$ cat config.mk
export PLATFORM = sky130hd
export DESIGN_NAME = mmio_servo_hub
export DESIGN_NICKNAME = d
export VERILOG_FILES = /design/src/rtl/mmio_pkg.sv /design/src/rtl/pwm_channel.sv /design/src/rtl/mmio_servo_hub.sv
export SDC_FILE = /design/constraint.sdc
export NUM_CORES = 1
export LEC_CHECK = 0
export BUFFER_PORTS_ARGS = -buffer_cell sky130_fd_sc_hd__buf_2
export CORE_UTILIZATION = 55
export CTS_CLUSTER_DIAMETER = 60
export DETAILED_ROUTE_END_ITERATION = 10
export PLACE_DENSITY = 0.83
export SLEW_MARGIN = 20
export SYNTH_ARGS = -nofsm -noshare
export SYNTH_HDL_FRONTEND = slang
export SYNTH_HIERARCHICAL = 1
export SYNTH_SLANG_ARGS = --single-unit
$ cat constraint.sdc
create_clock -name clock -period 6.6 [get_ports clock]
set_input_delay 0.99 -clock clock [delete_from_list [all_inputs] [get_ports clock]]
set_output_delay 0.99 -clock clock [all_outputs]
set_load 0.01 [all_outputs]
$ cat src/rtl/mmio_pkg.sv
// mmio_pkg: servo hub address map and default timing constants
package mmio_pkg;
   localparam logic [11:0] ADDR_LED        = 12'h006;
   localparam logic [11:0] ADDR_BTN_STATE  = 12'h007;
   localparam logic [11:0] ADDR_BTN_EDGE   = 12'h008;
   localparam logic [11:0] ADDR_SERVO_BASE = 12'h00B;
   localparam int unsigned DEF_PERIOD_CYCLES   = 1_000_000;
   localparam int unsigned DEF_MIN_PULSE       = 50_000;
   localparam int unsigned DEF_STEP            = 50;
   localparam int unsigned DEF_DEBOUNCE_CYCLES = 500_000;
endpackage

$ cat src/rtl/pwm_channel.sv
// pwm_channel: shadowed duty register and pulse compare against the shared period counter
module pwm_channel
   import mmio_pkg::*;
#(
   parameter int unsigned DUTY_W    = 10,
   parameter int unsigned MIN_PULSE = DEF_MIN_PULSE,
   parameter int unsigned STEP      = DEF_STEP
) (
   input  logic              clock,
   input  logic              reset,
   input  logic [31:0]       cnt,
   input  logic              start,
   input  logic [DUTY_W-1:0] duty,
   output logic              pwm
);
   logic [DUTY_W-1:0] shadow, cur;
   logic [31:0]       width;
   // at period start the compare already uses the duty being loaded, so no pulse mixes two widths
   assign cur   = start ? duty : shadow;
   assign width = 32'(MIN_PULSE) + 32'(cur) * 32'(STEP);
   always_ff @(posedge clock or negedge reset)
      if (!reset) begin
         shadow <= '0;
         pwm    <= 1'b0;
      end else begin
         if (start) shadow <= duty;
         pwm <= cnt < width;
      end
endmodule

$ cat src/rtl/mmio_servo_hub.sv
// mmio_servo_hub: MMIO hub with servo PWM channels, debounced buttons and an LED register
module mmio_servo_hub
   import mmio_pkg::*;
#(
   parameter int unsigned NUM_SERVO       = 4,
   parameter int unsigned NUM_BTN         = 4,
   parameter int unsigned DUTY_W          = 10,
   parameter int unsigned PERIOD_CYCLES   = DEF_PERIOD_CYCLES,
   parameter int unsigned MIN_PULSE       = DEF_MIN_PULSE,
   parameter int unsigned STEP            = DEF_STEP,
   parameter int unsigned DEBOUNCE_CYCLES = DEF_DEBOUNCE_CYCLES
) (
   input  logic                 clock,
   input  logic                 reset,
   input  logic [11:0]          addr,
   input  logic                 wen,
   input  logic [31:0]          wdata,
   output logic [31:0]          rdata,
   output logic                 hit,
   input  logic [NUM_BTN-1:0]   btn_in,
   output logic [15:0]          led,
   output logic [NUM_SERVO-1:0] servo_pwm
);
   logic [DUTY_W-1:0]  duty [NUM_SERVO];
   logic [NUM_BTN-1:0] btn_lvl, btn_rise, btn_edge, edge_clr;
   logic [31:0]        pwm_cnt, rd_mux;
   logic               rd_hit, period_start, unused_wdata;
   assign unused_wdata = ^wdata;
   assign period_start = pwm_cnt == 32'd0;
   always_ff @(posedge clock or negedge reset)
      if (!reset) pwm_cnt <= '0;
      else pwm_cnt <= pwm_cnt == PERIOD_CYCLES - 1 ? '0 : pwm_cnt + 32'd1;
   for (genvar b = 0; b < NUM_BTN; b++) begin : g_btn
      logic [1:0]  sync;
      logic [31:0] cnt;
      logic        lvl, flip;
      assign flip = sync[1] != lvl && cnt == DEBOUNCE_CYCLES - 1;
      always_ff @(posedge clock or negedge reset)
         if (!reset) begin
            sync <= '0;
            cnt  <= '0;
            lvl  <= 1'b0;
         end else begin
            sync <= {sync[0], btn_in[b]};
            cnt  <= sync[1] == lvl || flip ? '0 : cnt + 32'd1;
            lvl  <= lvl ^ flip;
         end
      assign btn_lvl[b]  = lvl;
      assign btn_rise[b] = flip & ~lvl;
   end
   // a rising edge on the same cycle as its clear wins, so no press is ever lost
   assign edge_clr = wen && addr == ADDR_BTN_EDGE ? wdata[NUM_BTN-1:0] : '0;
   always_ff @(posedge clock or negedge reset)
      if (!reset) begin
         led      <= '0;
         btn_edge <= '0;
         rdata    <= '0;
         hit      <= 1'b0;
         for (int i = 0; i < NUM_SERVO; i++) duty[i] <= '0;
      end else begin
         if (wen && addr == ADDR_LED) led <= wdata[15:0];
         for (int i = 0; i < NUM_SERVO; i++)
            if (wen && addr == ADDR_SERVO_BASE + 12'(i)) duty[i] <= wdata[DUTY_W-1:0];
         btn_edge <= (btn_edge & ~edge_clr) | btn_rise;
         rdata    <= rd_mux;
         hit      <= rd_hit;
      end
   always_comb begin
      rd_mux = '0;
      rd_hit = 1'b1;
      if (addr == ADDR_LED) rd_mux = {16'h0, led};
      else if (addr == ADDR_BTN_STATE) rd_mux = 32'(btn_lvl);
      else if (addr == ADDR_BTN_EDGE) rd_mux = 32'(btn_edge);
      else rd_hit = 1'b0;
      for (int i = 0; i < NUM_SERVO; i++)
         if (addr == ADDR_SERVO_BASE + 12'(i)) begin
            rd_mux = 32'(duty[i]);
            rd_hit = 1'b1;
         end
   end
   for (genvar s = 0; s < NUM_SERVO; s++) begin : g_servo
      pwm_channel #(
         .DUTY_W(DUTY_W),
         .MIN_PULSE(MIN_PULSE),
         .STEP(STEP)
      ) u_ch (
         .clock(clock),
         .reset(reset),
         .cnt(pwm_cnt),
         .start(period_start),
         .duty(duty[s]),
         .pwm(servo_pwm[s])
      );
   end
endmodule

==> results.txt <==
- Outcome: complete, no violations
- Worst vdd rail ir drop: roughly 0.23 mV
- Summed over all nets, the half-perimeter wirelength after detailed placement is 33100 um.
- Fin Setup TNS: 0 ns
* Area of the mapped netlist: around 0.02 mm2
- Wire length of the first global-routing pass: 77000 um
* Share of synthesized area occupied by flip-flops and latches: 0.373
- Hold Slack: 0.358 ns
- The setup path with the least slack is of type flop to flop.
* Number of pins with negative max-slew slack in the final report: 0
- Remaining number of nets flagged by the antenna check after routing: 0
* Final setup margin: roughly 0.15 ns
- Via/cell ratio: 6.19
- Slew of the pin with the lowest slew margin: about 1.0 ns
* Setup Viol. Count Final: 0
- Area enclosed by the die boundary: 0.0365 mm2
- Share of cells above drive strength 1: 0.166
* Minimum clock period after layout: 6.45 ns
- The synthesized netlist contains 73 unique library cells.
- After the flow finishes, the layout carries non-filler instances totaling 2552.
- In the global route stage, overall resource usage came out at 0.258.
- Min-Delay Path Class: flop to flop
* Overall power after layout: roughly 3.8 mW
- CTS Buf Count: 34
- Among all flip-flop cells after synthesis, the most frequent one is dfrtp_1.
- CTS tree: done
* Max_cap viols: 0
- The initial antenna violation count is 2.
* Final-stage net count: 2349
* Adder-cell area share of the yosys netlist: 0.151
- Worst slack at placement: 0.0268 ns
- Via total after detailed routing: 15800
* Number of enable-type register cells in the synthesized netlist: 0
- Root buf cell: clkbuf_16
* Area inside the core boundary: 0.0349 mm2
* Data arrival time of the critical path: 6.84 ns
- Grt ovf: 0
- Final cycle utilization of the critical path: 0.978
* Synthesized area per cell: roughly 10 um2
- CTS Hold Buffers Added: 0
- Combinational family with the most area after synthesis: simple AND/OR/NAND/NOR gates
* Most area-hungry cell type in the Yosys netlist: dfrtp_1
- The longest clock path from root to sink contains 3 buffers.
- Once placement completed, the tool counted placed cells totaling between 2000 and 2500.
* Setup Skew: 0.0247 ns
- Largest net degree at the start of global routing: 138
* Clock H-tree levels: 2
- Of the total synthesized cell area, the portion taken by XOR and XNOR cells is 0.0913.
- In this run the worst path has a maximum fanout of 9.
* Register bit total from synthesis: 293
- Complex-gate fraction of the synthesized area: 0.101
- The clock net in this run drives a total of just under 300 sinks.
* Std-Cell Rows: a little under 70
* Relative slew slack: 0.313
- Of the total synthesized cell area, the portion taken by AND, OR, NAND and NOR gates is 0.183.
* Router iterations before antenna repair: 6
* Remaining routing DRC violations: 0
* Leading cell types by total area after synthesis: dfrtp_1 37%, ha_1 13%, xor2_1 4.6%, xnor2_1 4.5%, mux2_2 4.5%
* DIE WIDTH: 191 um
- Post-synthesis instance total: 1959
* Critical Path Sink Type: flop
- First DRT Iteration DRCs: 1248
- Of all flip-flops after synthesis, the portion carrying an async set or reset was 1.00.
* Leak pwr: approximately 11 nW
* Multiplexer area fraction after synthesis: 0.0589
- Data on the critical path is required at its endpoint by 6.99 ns.
* Top-level port count: 104
- The Yosys step of the flow raised 6 warnings.
* Routed wirelength normalized by instance count: about 19 um
- For the worst-skew pair, the clock arrives at the later sink with an insertion delay of 0.54 ns.
- Area delta synth->final: 13.0%
* Number of global-route vias before repair: 15600
* Share of Yosys cell area claimed by the top area cell type: 0.373
* CTS clk-pin slew, worst paths: 0.06 ns
* Starting density of the core: 0.564
* Total wire length after detailed routing: 48300 um
- Static timing analysis puts the maximum clock frequency at 155 MHz.
* Power density normalized to cell area: 172 mW/mm2
* Vertical extent of the die: roughly 190 um
- Gpl congestion: just under 0.9
- The worst setup path is launched from a flop.
* Port-buffer cells: between 70 and 80
- The count of endpoints failing hold in the final timing report is 0.
[metrics by stage]
step	cell area (um2)	util
after global placement	20700	0.592
final	22200	0.637
after CTS	21900	0.626
after global routing	22200	0.637
after floorplan	19700	-
after detailed placement	20700	0.592
[area by class of cell]
cell class | count | area [um2]
inverters | 134 | 503
multi-input cells | 1490 | 11900
flip-flops and latches | 293 | 7330
repair buffers | 119 | 805
fillers | 2560 | 12700
diodes | 1 | 2.50
well taps | 455 | 569
clock inverters | 14 | 186
clock buffers | 46 | 966
[critical path, cell delays in order (launching register included)]
cell	delay, ns
dfrtp_1	0.40
nor4_1	0.31
and3_1	0.23
nand3_2	0.12
nor2_4	0.19
buf_4	0.16
clkbuf_16	0.18
mux2_2	0.41
ha_1	0.30
ha_1	0.30
inv_1	0.06
fa_1	0.50
inv_1	0.05
ha_1	0.39
nor2b_1	0.17
a221oi_1	0.42
o311ai_4	0.23
o311ai_2	0.19
a221oi_1	0.19
a211o_1	0.32
ha_1	0.30
nand4_1	0.07
or3_1	0.31
a211o_1	0.24
o311ai_1	0.12
a21oi_1	0.15
[per-layer routing]
metal	GRT usage	vias up	part of all wire
met4	0.0965	0	0.035
met5	0	-	0
met2	0.448	637	0.50
met1	0.325	7736	0.40
li1	-	7283	-
met3	0.0358	143	0.064
[flip-flops by register name (all words and copies together), names as in the netlist, named ones only]
name                 count
g_btn.sync               8
g_servo.u_ch/shadow     40
led                     16
g_servo.u_ch/pwm         4
pwm_cnt                 32
g_btn.cnt              128
btn_edge                 4
duty                    40
hit                      1
rdata                   16
[cell usage in the layout (no fill, tap or decap), types with 10 or more instances in the layout]
master,n
o31ai_1,10
and4_1,23
mux2_2,78
xor2_1,101
xnor2_1,100
mux2i_1,26
o21ai_0,22
a21oi_1,51
nand2_1,90
nand4_1,72
and3_1,23
conb_1,16
dfrtp_1,292
a21o_1,29
nand2b_1,15
nor3_1,49
a211o_1,12
nor2b_1,11
inv_1,134
fa_1,20
or3_1,16
buf_4,42
or2_2,10
buf_2,70
nand3_1,67
nor2_1,204
a221oi_1,10
nor4_1,47
a221o_2,10
clkbuf_16,35
ha_1,200
[cells by family (layout without fill, tap and decap cells)]
family	Yosys count	after routing
XOR/XNOR	205	205
other	1	17
multiplexers	106	106
AO/OA/AOI/OAI	250	250
flip-flops	293	293
adder cells (fa/ha/maj)	226	226
AND/OR/NAND/NOR	687	687
buffers and inverters	191	313
[path summary, 6_finish.rpt]
kind	startpoint	endpoint	slack (ns)	depth (start not counted)
setup / recovery	pwm_cnt[12]$_DFF_PN0_	g_servo[2].u_ch/pwm$_DFF_PN0_	0.15	25
hold / removal	g_btn[3].sync[0]$_DFF_PN0_	g_btn[3].sync[1]$_DFF_PN0_	0.36	0
setup reg to reg	pwm_cnt[12]$_DFF_PN0_	g_servo[2].u_ch/pwm$_DFF_PN0_	0.15	25
hold reg to reg	g_btn[3].sync[0]$_DFF_PN0_	g_btn[3].sync[1]$_DFF_PN0_	0.36	0
max in group asynchronous	reset	pwm_cnt[23]$_DFF_PN0_	4.80	2
min in group asynchronous	reset	g_btn[1].cnt[21]$_DFF_PN0_	0.48	1
[synthesized netlist by cell type (all sizes together) (9+ instances only)]
master  instances
a211o          12
a21o           29
a21oi          54
a221o          13
a221oi         16
and2            9
and3           27
and4           23
buf            35
clkbuf         22
dfrtp         293
fa             20
ha            206
inv           134
mux2           78
mux2i          28
nand2          94
nand2b         15
nand3          68
nand4          72
nor2          206
nor2b          11
nor3           51
nor4           58
o21ai          26
o311ai         12
o31ai          14
or2            11
or3            16
xnor2         102
xor2          103
[power by group]
part / internal (mW) / switching, mW
sequential: 1.81 / 0.0107
clock: 1.12 / 0.788
combinational: 0.0234 / 0.0804
[timing repair]
action / CTS / global route
buffers inserted: 0 / 9
endpoints found under the setup margin: 1 / 4
pin swaps: 1 / 14
gates cloned: 1 / 1
resized for setup: 0 / 46
No activity file was read; power rests on OpenSTA's default activity.
